## src/rtl/deint_rd_addr.sv

```systemverilog
// Read-side address generator for the deinterleaver RAM: emits the column-wise
// read-address stream of a row-wise written block, offset by the per-link base.
module deint_rd_addr #(
    parameter int ADDRESS   = 16,
    parameter int COLS_LOG2 = 4
) (
    input  logic               clk,
    input  logic               n_rst,
    input  logic               start,
    input  logic [12:0]        m_len,
    input  logic               rd_req,
    output logic               rd_en,
    output logic [ADDRESS-1:0] rd_addr,
    output logic               rd_last,
    output logic               busy,
    output logic               done,
    output logic               err
);

    localparam logic [1:0] IDLE = 2'd0;
    localparam logic [1:0] LOAD = 2'd1;
    localparam logic [1:0] RUN  = 2'd2;
    localparam logic [1:0] DONE = 2'd3;

    localparam logic [ADDRESS-1:0] ROW_STEP = ADDRESS'(1 << COLS_LOG2);

    logic [1:0]           state;
    logic [ADDRESS-1:0]   base;
    logic [8:0]           rows;
    logic [8:0]           row;
    logic [COLS_LOG2-1:0] col;

    logic                 len_ok;
    logic [ADDRESS-1:0]   len_base;
    logic [8:0]           len_rows;

    always_comb begin
        len_ok   = 1'b1;
        len_base = '0;
        len_rows = m_len[12:4];
        case (m_len)
            13'd288:  len_base = ADDRESS'(16'h0000);
            13'd672:  len_base = ADDRESS'(16'h0120);
            13'd1056: len_base = ADDRESS'(16'h03C0);
            13'd432:  len_base = ADDRESS'(16'h07E0);
            13'd1872: len_base = ADDRESS'(16'h0990);
            13'd5616: len_base = ADDRESS'(16'h10E0);
            default:  len_ok   = 1'b0;
        endcase
    end

    // rd_last is registered, so it is computed one beat ahead from the row
    // about to be presented; every supported block has at least 18 rows.
    always_ff @(posedge clk or negedge n_rst) begin
        if (!n_rst) begin
            state   <= IDLE;
            base    <= '0;
            rows    <= '0;
            row     <= '0;
            col     <= '0;
            rd_addr <= '0;
            rd_en   <= 1'b0;
            rd_last <= 1'b0;
            busy    <= 1'b0;
            done    <= 1'b0;
            err     <= 1'b0;
        end else begin
            done <= 1'b0;
            err  <= 1'b0;
            case (state)
                IDLE: begin
                    if (start) begin
                        if (len_ok) begin
                            base  <= len_base;
                            rows  <= len_rows;
                            busy  <= 1'b1;
                            state <= LOAD;
                        end else begin
                            err <= 1'b1;
                        end
                    end
                end
                LOAD: begin
                    row     <= '0;
                    col     <= '0;
                    rd_addr <= base;
                    rd_en   <= 1'b1;
                    rd_last <= 1'b0;
                    state   <= RUN;
                end
                RUN: begin
                    if (rd_req) begin
                        if (rd_last) begin
                            rd_en   <= 1'b0;
                            rd_last <= 1'b0;
                            done    <= 1'b1;
                            state   <= DONE;
                        end else if (row == rows - 9'd1) begin
                            row     <= '0;
                            col     <= col + 1'b1;
                            rd_addr <= base + ADDRESS'(col) + ADDRESS'(1);
                            rd_last <= 1'b0;
                        end else begin
                            row     <= row + 9'd1;
                            rd_addr <= rd_addr + ROW_STEP;
                            rd_last <= (col == '1) && (row == rows - 9'd2);
                        end
                    end
                end
                DONE: begin
                    busy  <= 1'b0;
                    state <= IDLE;
                end
                default: state <= IDLE;
            endcase
        end
    end

endmodule

```

## config.mk

```make
export PLATFORM = sky130hd
export DESIGN_NAME = deint_rd_addr
export DESIGN_NICKNAME = d
export VERILOG_FILES = /design/src/rtl/deint_rd_addr.sv
export SDC_FILE = /design/constraint.sdc
export NUM_CORES = 1
export LEC_CHECK = 0
export CORE_MARGIN = 3
export CORE_UTILIZATION = 31
export DETAILED_ROUTE_END_ITERATION = 7
export PLACE_DENSITY = 0.49
export SYNTH_ARGS = -nofsm -noshare
export SYNTH_HDL_FRONTEND = slang
export SYNTH_SLANG_ARGS = --single-unit
export TNS_END_PERCENT = 20
```

## constraint.sdc

```tcl
create_clock -name clk -period 3.8 [get_ports clk]
set_input_delay 0.76 -clock clk [delete_from_list [all_inputs] [get_ports clk]]
set_output_delay 0.76 -clock clk [all_outputs]
set_load 0.005 [all_outputs]
```

* Word level (Yosys, flattened, before mapping)
Index checks and enable logic that the tools add are counted.
** Word-level totals
- Register bits :: 61
- Output and inout port bits :: 21
- Word-level logic and storage cells :: 83
** Operators by class
- Add/sub/neg operators :: 7
- Equal/unequal tests :: 18
- Mux-type cells :: 35
- Reductions and logical operators :: 12
** Operators by type and width (number)
- $pmux W13 S5 :: 1
- $mux W16 :: 3
- $pmux W16 S2 :: 1
- $mux W9 :: 3
- $eq A13 B11 Y1 const B :: 2
- $eq A13 B9 Y1 const B :: 2
- $eq A9 B9 Y1 :: 2
- $pmux W9 S2 :: 1
- $add A16 B1 Y16 const B :: 1
- $add A16 B4 Y16 :: 1
- $add A16 B5 Y16 const B :: 1
- $mux W1 :: 14
- $eq A13 B10 Y1 const B :: 1
- $eq A13 B13 Y1 const B :: 1
- $mux W4 :: 3
- $ne A2 B2 Y1 const B :: 6
- $reduce_and A3 Y1 :: 4
- $add A9 B1 Y9 const B :: 1
- $sub A9 B1 Y9 const B :: 1
- $sub A9 B2 Y9 const B :: 1
- $mux W2 :: 4
- $pmux W2 S4 :: 1
- $pmux W4 S2 :: 1
- $reduce_and A4 Y1 :: 2
- other kinds (10) :: 14

* Depth between registers and ports, before layout
- Word-level depth :: 7
- Mapped depth :: 12
- Mapped depth without buffers :: 9

* Worst setup path after synthesis
No wires, ideal clock.
- Path type :: reg-to-reg
- Start :: register rows[2]
- End :: register rd_addr[9]
- Library setup time :: 83 ps
- Arrival time :: 2550 ps
- Data required time :: 3717 ps
- Setup slack :: 1168 ps
- Stages on the path, launching flop included :: 12
- Path through :: dfrtp_1 inv_1 ha_1 nor2b_1 buf_4 mux2i_1 or3b_1 a221oi_2 o21a_1 buf_6 mux2_2 o21ai_0
** Between the ends
- Cells in the longest elaborated chain, start to end :: 6
** RTL lines
- start: declaration :: RTL line 29 : logic [8:0] rows;
- start signal: assignment :: RTL line 75 : rows <= len_rows;
- $sub A9 B1 Y9 :: RTL line 98 : end else if (row == rows - 9'd1) begin
- $eq A9 B9 Y1 :: RTL line 98
- $mux W16 :: RTL line 98
- $mux W16 :: RTL line 93 : if (rd_last) begin
- $mux W16 :: RTL line 92 : if (rd_req) begin
- $pmux W16 S2 :: RTL line 70 : case (state)
- end signal: assignment :: RTL line 86 : rd_addr <= base;
- end signal: assignment :: RTL line 101 : rd_addr <= base + ADDRESS'(col) + ADDRESS'(1);
- end signal: assignment :: RTL line 105 : rd_addr <= rd_addr + ROW_STEP;
- end: declaration :: RTL line 13 : output logic [ADDRESS-1:0] rd_addr,
Every way passes these cells. The select of a mux whose other input is x is not followed.
A chain may end at the register's enable or synchronous reset.

* Final worst setup path
- Start :: register rows[2]
- End :: register rd_addr[14]
Same word-level chain as after synthesis.

==> reports/qor.yml <==
status:
  outcome: "finished clean"
placed_design:
  place.gp.congestion: 0.817
  post-dp-hpwl_mm: 7.15
  io_buffers: 37
  dpl_cell_area_um2: 4040
  dp_cells: 585
critical_path:
  critPathMostFrequentCell: "buf_4"
  slowest_stage: "or4_2"
  startpoint_type: "flip-flop"
  slowest_delay_ns: 0.60
  crit-reg2reg-launch: "rows[2]"
  r2r_end: "rd_addr[14]"
  worstPathMaxFanout: 9
  r2r_setup_slack_ns: 0.58
  cp_cell_sequence: "inv_1, ha_1, nor2b_1, buf_4, nand2_1, nand4_1, o311ai_0, o21a_1, buf_4, or4_2, o21ai_0"
  end_kind: "flip-flop"
  crit_arrival_ns: 3.43
  worst-setup-path-type: "flip-flop to flip-flop"
  required_ns: 4.01
  r2r_cells: 11
yosys:
  syn_nets: 446
  ys_ff_latch: 53
  yosysUniqueCellTypes: 54
  ys_warn_count: 0
  netlist_instances: 419
  yosys.area_share.simple: 0.256
  synth_top_area_cell: "dfrtp_1"
  ys_top_cells_by_area: "dfrtp_1 (37%), nand2_1 (6.8%), o21ai_0 (5.2%)"
  synth-compound-area-share: 0.155
  synth_commonest_cells: "nand2_1 (64), dfrtp_1 (53), o21ai_0 (37)"
  synthMuxAreaShare: 0.0466
  synth_most_common_cell: "nand2_1"
  synthAdderAreaFrac: 0.0353
  synth_flop_cell: "dfrtp_1"
  synthArstFlopShare: 1.00
  synth_top_family_by_area: "simple AND/OR/NAND/NOR gates"
  avgSynthCellArea_um2: 8.46
  yosys.area.top_type_share: 0.374
  ys_seq_area_frac: 0.374
  syn_area_um2: 3550
  synth_edf_count: 0
  synth_xor_area_frac: 0.0840
floorplanning:
  dieArea_um2: 12800
  fp.dieW_um: 113
  rows: 38
  fp.coreArea_um2: 11000
  initial_utilization: 0.321
  die_h_um: 113
  io_pins: 38
global_routing:
  grtUsageMet1: 0.217
  overflow: 0
  grt_busiest_layer: "met2"
  grt_usage: 0.151
  grt_max_degree: 28
  grt_util_met3: 0.0209
  grt_pass1_vias: 3068
  grt_pass1_wl_mm: 15.8
  use_met2: 0.248
  antenna_found_initial: 0
route:
  ant_nets: 0
  routed_wl_mm: 9.48
  drt_iter0_drc: 111
  vias: 3090
  firstDrtPassIters: 4
  wl_per_cell_um: 16.0
  via_per_inst: 5.21
  route.detailed.drc: 0
power_and_ir_drop:
  seqPwrFrac: 0.385
  p_comb_frac: 0.328
  ir_worst_vdd_mv: 0.313
  p_clk_frac: 0.287
  power.internal_mw: 1.18
  p_sw_uw: 675
  power.share.switching: 0.363
  p_leak_nw: 1.78
  power.density_nw_per_um2: 441
layout:
  n_antenna_cell: 0
  syn2layout_area_growth_pct: 18.8
  drive_gt1_frac: 0.0728
  fin_area_um2: 4210
  fin_nets: 479
  instances_no_fill: 593
sta:
  finalClockSkew_ns: 0.00829
  min_period_ns: 3.22
  clock.fmax_mhz: 310
  slew_headroom: 0.492
  tightest_slew_ns: 0.752
  finalCritPeriodShare: 0.848
  finalSetupViolCount: 0
  hold_viol_final: 0
  rsz0062_at_grt: "false"
  setup_tns_ns: 0
  timing.final.max_slew_violations: 0
clock_tree:
  ctsHoldBuffers: 0
  cts_buffer_depth: 2
  clock_latency_ns: 0.29
  clock_sinks: 53
  post_cts_buffers: 0
  ctsHtreeMaxLevel: 2
  cts_tree: "built"
  post_cts_resized: 0
  clkTransAtPathRegs_ns: 0.08
  cts_buffers: 5
  cts-root-buf: "clkbuf_16"
flow_run:
  max-cap-violations: 0
min_path:
  min_path_type: "input port to async pin"
-- cell families (layout without fill, tap and decap cells) --
group	after synthesis	count (layout)
AND/OR/NAND/NOR	181	181
AO/OA/AOI/OAI	88	88
flip-flops	53	53
buffers and inverters	37	71
XOR/XNOR	34	34
multiplexers	16	16
adder cells (fa/ha/maj)	10	10
-- worst max-delay path, delay by kind of cell, from the launching register on --
kind	cells	cell delay (ns)
simple gates	4	1.12
fa+ha+maj	1	0.27
flops	1	0.45
compound gates	3	0.70
buf+inv	3	0.59
-- power groups by stage --
stage          clock, mW  sequential (mW)  combinational, mW
2_1_floorplan          0            0.701              0.373
3_3_place_gp           0            0.726              0.609
3_5_place_dp           0            0.728              0.611
4_1_cts            0.547            0.717              0.615
5_1_grt            0.566            0.729              0.681
6_report           0.533            0.715              0.609
-- cells in the final DEF (no fill, tap or decap), drive strengths merged, types with 3 or more instances in the layout --
master and count:
xor2 14, and3 12, inv 18, ha 10
nor2 20, buf 10, o21ai 38, clkbuf 5
a22o 4, nand4 14, nand3 26, mux2 4
dfrtp 53, xnor2 20, o22ai 3, nor2b 5
nor4 4, nand2 64, mux2i 12, clkdlybuf4s50 36
o31ai 4, and2 4, a21oi 18, nor3 17
a21o 3, o31a 3
-- layout make-up --
type | count | area (µm²)
Clock inverter | 3 | 43.8
Multi-Input combinational cell | 329 | 2040
Timing Repair Buffer | 46 | 433
Sequential cell | 53 | 1330
Inverter | 17 | 63.8
Fill cell | 1166 | 6820
Clock buffer | 5 | 125
Tap cell | 140 | 175
-- how the worst max path moves through the flow --
stage,start,end,depth (start not counted),slack (ns)
floorplan,rows[2],rd_addr[9],11,1.17
global placement,m_len[10],rows[7],7,0.55
detailed placement,m_len[10],rows[1],8,0.56
CTS,rows[2],rd_addr[14],11,0.58
global route,rows[2],rd_addr[14],11,0.34
finish,rows[2],rd_addr[14],11,0.58
-- layer usage --
metal / vias to the layer above / routed length (µm)
met4: 0 / 51
met5: - / 0
met2: 48 / 4440
met1: 1481 / 4700
met3: 5 / 285
li1: 1556 / -
-- flip-flops by register name, summed over array words and instances (netlist names) --
name and cells:
base 8, busy 1, col 4, done 1, err 1, rd_addr 16
rd_en 1, rd_last 1, row 9, rows 9, state 2
-- stage by stage --
step | setup WS (ns) | total power [mW] | hold WS, ns | util
5_1_grt | 0.341 | 1.98 | 0.503 | 0.382
3_3_place_gp | 0.553 | 1.34 | 0.496 | 0.366
6_report | 0.579 | 1.86 | 0.466 | 0.382
3_5_place_dp | 0.564 | 1.34 | 0.496 | 0.366
2_1_floorplan | 1.17 | 1.07 | 0.464 | -
4_1_cts | 0.577 | 1.88 | 0.481 | 0.382
Note: power is estimated with default switching activity, not from simulation.
